[src/rtl/ram_fifo_ctrl.sv]
// Push/pop handshake front-end for a 4x8 single-port RAM, making it behave as a FIFO.
// Optional sticky error flags are built only when RAM_FIFO_ERR_FLAGS_EN is defined.
module ram_fifo_ctrl #(
  parameter int DW    = 8,
  parameter int AW    = 2,
  parameter int DEPTH = 4
) (
  input  logic          clk,
  input  logic          clr,
  input  logic          push_valid,
  output logic          push_ready,
  input  logic [DW-1:0] push_data,
  output logic          pop_valid,
  input  logic          pop_ready,
  output logic [DW-1:0] pop_data,
  output logic [AW:0]   count,
  output logic          full,
  output logic          empty,
  output logic [1:0]    err,
  output logic          ram_rw,
  output logic [AW-1:0] ram_addr,
  output logic [DW-1:0] ram_din,
  input  logic [DW-1:0] ram_dout
);

  typedef enum logic {PRI_WR, PRI_RD} arb_e;

  arb_e          arb_q, arb_d;
  logic [AW-1:0] wr_ptr_q, wr_ptr_d;
  logic [AW-1:0] rd_ptr_q, rd_ptr_d;
  logic [AW:0]   count_q, count_d;
  logic          pop_valid_q, pop_valid_d;
  logic [DW-1:0] pop_data_q, pop_data_d;
  logic          wr_elig, rd_elig;
  logic          do_wr, do_rd;

  assign full      = (count_q == (AW+1)'(DEPTH));
  assign empty     = (count_q == '0) && !pop_valid_q;
  assign count     = count_q;
  assign pop_valid = pop_valid_q;
  assign pop_data  = pop_data_q;

  assign wr_elig = push_valid && !full;
  assign rd_elig = (count_q != '0) && (!pop_valid_q || pop_ready);

  always_ff @(posedge clk) begin
    if (clr) arb_q <= PRI_WR;
    else     arb_q <= arb_d;
  end

  always_comb begin
    arb_d = arb_q;
    if (do_wr)      arb_d = PRI_RD;
    else if (do_rd) arb_d = PRI_WR;
  end

  // Grants are suppressed during clr so an in-flight push never reaches the RAM.
  always_comb begin
    do_wr      = 1'b0;
    do_rd      = 1'b0;
    if (!clr) begin
      do_wr = wr_elig && (!rd_elig || (arb_q == PRI_WR));
      do_rd = rd_elig && (!wr_elig || (arb_q == PRI_RD));
    end
    push_ready = do_wr;
    ram_rw     = do_wr;
    ram_addr   = do_wr ? wr_ptr_q : rd_ptr_q;
    ram_din    = do_wr ? push_data : '0;
  end

  always_comb begin
    wr_ptr_d    = wr_ptr_q;
    rd_ptr_d    = rd_ptr_q;
    count_d     = count_q;
    pop_valid_d = pop_valid_q;
    pop_data_d  = pop_data_q;
    if (do_wr) begin
      wr_ptr_d = wr_ptr_q + 1'b1;
      count_d  = count_q + 1'b1;
    end
    if (do_rd) begin
      rd_ptr_d    = rd_ptr_q + 1'b1;
      count_d     = count_q - 1'b1;
      pop_valid_d = 1'b1;
      pop_data_d  = ram_dout;
    end else if (pop_ready) begin
      pop_valid_d = 1'b0;
    end
  end

  always_ff @(posedge clk) begin
    if (clr) begin
      wr_ptr_q    <= '0;
      rd_ptr_q    <= '0;
      count_q     <= '0;
      pop_valid_q <= 1'b0;
      pop_data_q  <= '0;
    end else begin
      wr_ptr_q    <= wr_ptr_d;
      rd_ptr_q    <= rd_ptr_d;
      count_q     <= count_d;
      pop_valid_q <= pop_valid_d;
      pop_data_q  <= pop_data_d;
    end
  end

`ifdef RAM_FIFO_ERR_FLAGS_EN
  logic [1:0] err_q, err_d;

  always_comb begin
    err_d = err_q;
    if (push_valid && full)       err_d[0] = 1'b1;
    if (pop_ready && !pop_valid_q) err_d[1] = 1'b1;
  end

  always_ff @(posedge clk) begin
    if (clr) err_q <= '0;
    else     err_q <= err_d;
  end

  assign err = err_q;
`else
  assign err = '0;
`endif

endmodule

[config.mk]
export PLATFORM = sky130hd
export DESIGN_NAME = ram_fifo_ctrl
export DESIGN_NICKNAME = d
export VERILOG_FILES = /design/src/rtl/ram_fifo_ctrl.sv
export SDC_FILE = /design/constraint.sdc
export NUM_CORES = 1
export LEC_CHECK = 0
export BUFFER_PORTS_ARGS = -buffer_cell sky130_fd_sc_hd__buf_2
export CORE_ASPECT_RATIO = 0.7
export CORE_UTILIZATION = 47
export CTS_CLUSTER_DIAMETER = 30
export DETAILED_ROUTE_END_ITERATION = 10
export PLACE_DENSITY_LB_ADDON = 0.12
export SYNTH_ARGS = -nofsm -noshare
export SYNTH_HDL_FRONTEND = slang
export SYNTH_SLANG_ARGS = --single-unit
[constraint.sdc]
create_clock -name clk -period 5.6 [get_ports clk]
set_input_delay 1.68 -clock clk [delete_from_list [all_inputs] [get_ports clk]]
set_output_delay 1.68 -clock clk [all_outputs]
set_load 0.02 [all_outputs]
==> insert_results.sql, run 1 <==
INSERT INTO impl_metrics (metric_group, metric, value, unit) VALUES
('run_status', 'outcome', 'finished clean', ''),
('cts', 'cts_repair_resize_count', '0', ''),
('yosys', 'share_of_cell_area_taken_by_muxes_after_synthesis', '12.4', '%'),
('min_path', 'worst_hold_path.num_cells', '2', ''),
('min_path', 'worst_hold_path_type', 'flip-flop to flip-flop', ''),
('timing', 'finalHoldViolCount', '0', ''),
('yosys', 'ys.flop_type', 'dfxtp_1', ''),
('global_routing', 'grt_pass1_wl', '2.59', 'mm'),
('global_routing', 'antenna_found_initial', '0', ''),
('final_layout', 'nNetsFinal', '162', ''),
('final_layout', 'finalInstanceArea', '1130', 'um2'),
('yosys', 'synth-compound-area-share', '12.0', '%'),
('yosys', 'yosys.area_share.simple', '23.9', '%'),
('placement', 'io_buffer_count', '45', ''),
('timing', 'slew-limit-headroom', '41.4', '%'),
('routing', 'number_of_vias_in_the_routed_layout', '802', ''),
('timing', 'max_freq', '220', 'MHz'),
('critical_path', 'critical_path_arrival', '2860', 'ps'),
('placement', 'postPlaceCellArea', '1100', 'um2'),
('global_routing', 'first_global_vias', '599', ''),
('yosys', 'yosys-top-cells-area', 'dfxtp_1 38%, mux2i_1 10%, nor2_1 6.2%', ''),
('critical_path', 'cp_peak_stage_delay', '350', 'ps'),
('yosys', 'synth_area_leader_cell', 'dfxtp_1', ''),
('final_layout', 'post_route_cells_drive_above_1_share', '40.7', '%'),
('cts', 'clock_sink_count', '17', ''),
('routing', 'firstDrtPassIters', '4', ''),
('yosys', 'synth_common_cells', '17 x dfxtp_1, 15 x nor2_1, 9 x mux2i_1', ''),
('critical_path', 'worst_setup_path_end_kind', 'primary output', ''),
('cts', 'cts_buffer_depth', '2', ''),
('cts', 'cts-buffers-inserted', '3', ''),
('placement', 'routabilityCongestion', '0.781', ''),
('cts', 'clk_latency_worst_skew_pair', '300', 'ps'),
('critical_path', 'r2r_cells', '7', ''),
('power_and_ir_drop', 'power.leakage', '0.000587', 'uW'),
('floorplanning', 'fp-row-count', '12', ''),
('timing', 'maxSlewViolCount', '0', ''),
('critical_path', 'worstPathRequired', '3920', 'ps'),
('yosys', 'syn_area', '905', 'um2'),
('floorplanning', 'top_level_ports', '48', ''),
('placement', 'post_dp_hpwl', '1.44', 'mm'),
('floorplanning', 'floorplan.die_area', '2110', 'um2'),
('critical_path', 'critical-path-slowest-cell', 'mux2_2', ''),
('timing', 'setup_violations', '0', ''),
('power_and_ir_drop', 'power-per-cell-area', '528', 'nW/um2'),
('timing', 'fin_crit', '4540', 'ps'),
('yosys', 'yosys.cell_count.top_type', 'dfxtp_1', ''),
('yosys', 'netlist_instances', '97', ''),
('routing', 'routed_wl', '1.92', 'mm'),
('timing', 'min_period_over_period', '81.1', '%'),
('floorplanning', 'chipWidth', '54.4', 'um'),
('final_layout', 'n_antenna_cell', '0', ''),
('yosys', 'async_flop_share', '0', '%'),
('flow_run', 'maxCapViolCount', '0', ''),
('routing', 'ant_nets', '0', ''),
('timing', 'setup_skew', '4.67', 'ps'),
('critical_path', 'cpMostUsedCell', 'buf_2', ''),
('final_layout', 'area_added_between_synthesis_and_finish', '25.0', '%'),
('yosys', 'count_of_distinct_cell_types_in_the_synthesized_netlist', '37', ''),
('floorplanning', 'initial_utilization', '53.3', '%'),
('timing', 'rsz0062_at_grt', 'false', ''),
('cts', 'clk_pin_slew', '90', 'ps'),
('critical_path', 'worst_setup_path_start_kind', 'input pin', ''),
('yosys', 'post-synth-top-area-fraction', '37.6', '%'),
('cts', 'cts_tree', 'yes', ''),
('cts', 'htreeDepth', '1', ''),
('routing', 'vias_per_cell', '4.98', ''),
('global_routing', 'maximum_number_of_pins_on_one_net_before_global_route_repair', '24', ''),
('yosys', 'yosysWarnings', '0', ''),
('critical_path', 'peak_fanout_along_the_critical_path', '12', ''),
('yosys', 'ys_ff_latch', '17', ''),
('power_and_ir_drop', 'ir_drop', '0.367', 'mV');
layout by cell type, fill, tap and decap left out, types with 2 or more instances in the layout:
| cell type | instances |
|---|---|
| inv_1 | 8 |
| buf_2 | 45 |
| clkbuf_4 | 3 |
| conb_1 | 2 |
| xnor2_1 | 2 |
| dfxtp_1 | 17 |
| nor2_1 | 15 |
| and2_1 | 8 |
| a21oi_1 | 4 |
| mux2i_1 | 9 |
| o21ai_0 | 3 |
worst paths after layout:
kind,start,endpoint,slack (ps)
setup / recovery,pop_ready,ram_addr[1],1060
hold / removal,pop_data[4],pop_data[4],500
setup reg to reg,count[1],count[2],3040
hold reg to reg,pop_data[4],pop_data[4],500
metal layers:
metal | GRT usage (%) | part of all wire, % | wire length, um
met1 | 21.4 | 44 | 852
met2 | 31.4 | 47 | 912
met3 | 7.06 | 6.8 | 131
met4 | 7.69 | 1.2 | 24
met5 | 0 | 0 | 0
cell type report:
| cell class | count | area (um2) |
|---|---|---|
| inverter | 8 | 30.0 |
| multi-input combinational | 66 | 483 |
| clock buffer | 4 | 26.3 |
| timing repair buffer | 45 | 225 |
| sequential | 17 | 340 |
| fill | 135 | 566 |
| tap | 21 | 26.3 |
critical path, delay by kind of cell:
kind,cells,cell delay [ps]
and+or+nand+nor,2,370
muxes,1,350
buffers and inverters,2,260
AOI/OAI and AO/OA,1,190
report_power, final:
part	internal, uW	total, uW	switching (uW)
sequential	162	195	32.7
clock	27.8	68.0	40.2
combinational	139	335	196
metrics by stage:
| stage | util (%) | hold slack [ps] | total power, uW | worst slack [ps] | instances |
|---|---|---|---|---|---|
| final | 66.7 | 500 | 598 | 1060 | 161 |
| after global routing | 66.7 | 529 | 633 | 944 | 161 |
| after CTS | 66.7 | 505 | 602 | 1050 | 161 |
| after detailed placement | 65.1 | 485 | 533 | 1050 | 157 |
| after global placement | 65.1 | 468 | 519 | 1070 | 157 |
| after floorplan | - | 455 | 460 | 1190 | 98 |
registers in the layout, summed over array words and instances, names as in the netlist:
register / cells
arb_q: 1
count: 3
pop_data: 8
pop_valid: 1
rd_ptr_q: 2
wr_ptr_q: 2
logic make-up after synthesis:
family / Yosys count
fa+ha+maj: 1
simple gates: 37
other cells: 1
flops: 17
xor+xnor: 2
buf+inv: 15
mux: 11
compound gates: 13
No activity file was read; power rests on OpenSTA's default activity.
==> inputs of run 2 (changes only) <==
- ABC_AREA: unset -> 1
- CORE_UTILIZATION: 47 -> 39
- clock period: 5.6 -> 3.8 ns (I/O delays scaled with it)
==> run 2 against run 1 <==
Net effect: register-to-register slack worse by 1000 ps; first-iteration DRC count is 15% higher; worst hold slack lost 15 ps; synthesized cell count increased by 28%; critical path depth rose by 3; die area increased by 16%; global-route usage fell by 2.1 points; critical endpoint is now ram_addr[0].
==> insert_results.sql, run 2 <==
INSERT INTO impl_metrics (metric_group, metric, value, unit) VALUES
('timing', 'setup-tns-final', '0', 'ps'),
('floorplanning', 'floorplan.die_area', '2440', 'um2'),
('final_layout', 'layout.cells.most_common_list', '45 x buf_2, 28 x nor2_1, 22 x inv_1', ''),
('power_and_ir_drop', 'power-per-cell-area', '628', 'nW/um2'),
('final_layout', 'layout.area.seq', '340', 'um2'),
('final_layout', 'nNetsFinal', '190', ''),
('yosys', 'yosys.cell_count.top_type', 'nor2_1', ''),
('floorplanning', 'core_area', '1980', 'um2'),
('final_layout', 'largest_reg_flops', '8', ''),
('final_layout', 'finalInstanceArea', '1120', 'um2'),
('routing', 'ant_nets', '0', ''),
('placement', 'postPlaceCellArea', '1100', 'um2'),
('cts', 'cts_tree', 'yes', ''),
('cts', 'cts-buffers-inserted', '3', ''),
('floorplanning', 'fp-row-count', '13', ''),
('yosys', 'post-synth-top-area-fraction', '38.9', '%'),
('min_path', 'worst_hold_path_type', 'flip-flop to flip-flop', ''),
('final_layout', 'layout_commonest_cell', 'buf_2', ''),
('placement', 'routabilityCongestion', '0.804', ''),
('floorplanning', 'initial_utilization', '44.1', '%'),
('floorplanning', 'chipWidth', '58.6', 'um'),
('routing', 'routed_wl', '1.87', 'mm'),
('yosys', 'syn-mean-instance-area', '7.06', 'um2'),
('global_routing', 'global_route.overflow_total', '0', ''),
('yosys', 'ys_seq_area_share', '38.9', '%'),
('global_routing', 'antenna_found_initial', '0', ''),
('placement', 'post_dp_hpwl', '1.48', 'mm'),
('cts', 'clk_pin_slew', '90', 'ps'),
('critical_path', 'worst_path_buf_inv', '4', ''),
('critical_path', 'critical_path.top_delay_family', 'simple AND/OR/NAND/NOR gates', ''),
('final_layout', 'post_route_cells_drive_above_1_share', '38.1', '%'),
('power_and_ir_drop', 'ir_drop', '0.348', 'mV'),
('cts', 'cts_post_setup_buffers_inserted', '0', ''),
('cts', 'clk_latency_worst_skew_pair', '290', 'ps'),
('critical_path', 'critical-path-slowest-cell', 'buf_2', ''),
('critical_path', 'critical_path_arrival', '2060', 'ps'),
('timing', 'maxSlewViolCount', '0', ''),
('global_routing', 'maximum_number_of_pins_on_one_net_before_global_route_repair', '19', ''),
('timing', 'fin_crit', '3200', 'ps'),
('routing', 'drc_errors', '0', ''),
('global_routing', 'grt_pass1_wl', '3.11', 'mm'),
('timing', 'setup_violations', '0', ''),
('yosys', 'syn_area', '876', 'um2'),
('cts', 'cts_buffer_depth', '2', ''),
('cts', 'htreeDepth', '1', ''),
('yosys', 'count_of_distinct_cell_types_in_the_synthesized_netlist', '22', ''),
('cts', 'clock-root-buffer', 'clkbuf_4', ''),
('routing', 'firstDrtPassIters', '4', ''),
('critical_path', 'worstPathCellList', 'buf_2 > inv_1 > nand2_1 > nand3_2 > nand2_4 > nor2_2 > inv_1 > o21ai_1 > buf_2', ''),
('floorplanning', 'top_level_ports', '48', ''),
('timing', 'min_period_over_period', '84.3', '%'),
('critical_path', 'worstPathRequired', '2660', 'ps'),
('yosys', 'ys.flop_type', 'dfxtp_1', ''),
('run_status', 'outcome', 'finished clean', ''),
('critical_path', 'cp_peak_stage_delay', '170', 'ps'),
('critical_path', 'worst_setup_path_end_kind', 'primary output', ''),
('yosys', 'synth_area_leader_cell', 'dfxtp_1', ''),
('flow_run', 'maxCapViolCount', '0', ''),
('cts', 'cts_repair_resize_count', '0', ''),
('final_layout', 'n_antenna_cell', '0', ''),
('final_layout', 'multiInputGateArea', '402', 'um2'),
('floorplanning', 'die_height', '41.7', 'um'),
('critical_path', 'peak_fanout_along_the_critical_path', '13', ''),
('routing', 'detailedRoute.firstIterationViolations', '15', ''),
('yosys', 'ys_ff_latch', '17', ''),
('final_layout', 'area_added_between_synthesis_and_finish', '28.3', '%'),
('yosys', 'async_flop_share', '0', '%'),
('cts', 'clock_sink_count', '17', ''),
('placement', 'io_buffer_count', '45', ''),
('timing', 'max_freq', '312', 'MHz'),
('yosys', 'synth_common_cells', '28 x nor2_1, 22 x inv_1, 17 x dfxtp_1', ''),
('power_and_ir_drop', 'power.leakage', '0.000624', 'uW'),
('global_routing', 'groute.usage.overall', '16.6', '%'),
('critical_path', 'worst_setup_path_start_kind', 'input pin', ''),
('routing', 'vias_per_cell', '4.35', ''),
('final_layout', 'number_of_inserted_filler_cells_in_the_final_layout', '203', ''),
('timing', 'setup_skew', '1.83', 'ps'),
('yosys', 'yosys-top-cells-area', 'dfxtp_1 39%, nor2_1 12%, inv_1 9.4%', ''),
('yosys', 'synth-edff-count', '0', ''),
('critical_path', 'timing.setup.critical_path_class', 'input pin to primary output', ''),
('yosys', 'yosysWarnings', '0', ''),
('cts', 'hold_buffers', '0', ''),
('timing', 'rsz0062_at_grt', 'false', ''),
('yosys', 'netlist_instances', '124', ''),
('routing', 'routed_wire_length_per_instance', '9.43', 'um'),
('global_routing', 'first_global_vias', '771', ''),
('timing', 'finalHoldViolCount', '0', ''),
('routing', 'number_of_vias_in_the_routed_layout', '862', '');
[run 2: cell count changes after synthesis, moves of 5 or more]
cell	before	now
nand2_1	0	9
o21ai_1	0	10
mux2i_1	9	0
inv_1	8	22
and2_1	8	0
nand2_2	0	5
nor2_1	15	28
[run 2: cell families after synthesis]
kind of cell	synth area share, %
AND/OR/NAND/NOR	28.7
buffers and inverters	15.7
adder cells (fa/ha/maj)	2.29
other	0.428
AO/OA/AOI/OAI	14.0
flip-flops	38.9
[run 2: final cells by class]
| cell class | instances | area share [%] |
|---|---|---|
| well taps | 30 | 3.34 |
| inverters | 24 | 8.24 |
| flip-flops and latches | 17 | 30.3 |
| repair buffers | 45 | 20.0 |
| clock buffers | 4 | 2.34 |
| multi-input cells | 78 | 35.7 |
[run 2: stage by stage]
stage	utilization, %	total power, uW	setup WS, ps	std cells	hold WS (ps)
after floorplan	-	526	728	125	445
after global placement	55.3	607	642	194	460
after detailed placement	55.3	615	601	194	469
after CTS	56.6	712	591	198	486
after global routing	56.6	760	523	198	520
final	56.6	705	597	198	484
[run 2: worst paths after layout]
| path | from | to | slack (ps) | cells past startpoint |
|---|---|---|---|---|
| hold reg to reg | wr_ptr_q[1] | wr_ptr_q[1] | 480 | 2 |
| hold / removal | wr_ptr_q[1] | wr_ptr_q[1] | 480 | 2 |
| setup reg to reg | count[2] | count[2] | 2020 | 8 |
| setup / recovery | pop_ready | ram_addr[0] | 600 | 9 |
[run 2: tightest hold or removal path, stage by stage, from the launching register on]
cell	delay (ps)
dfxtp_1	320
inv_1	80
a21oi_2	50
[run 2: where the power goes]
group / switching [uW] / leakage [uW] / internal, uW
Clock: 55.6 / 0.0000150 / 40.8
Combinational: 235 / 0.000469 / 113
Sequential: 32.0 / 0.000140 / 229
[run 2: routing by layer]
layer  share of wire [%]  up-vias  GRT usage, %
li1                    -      463             -
met1                  47      374          20.0
met2                  47       21          28.3
met3                 4.8        4          5.61
met4                0.91        0          4.29
met5                   0        -             0
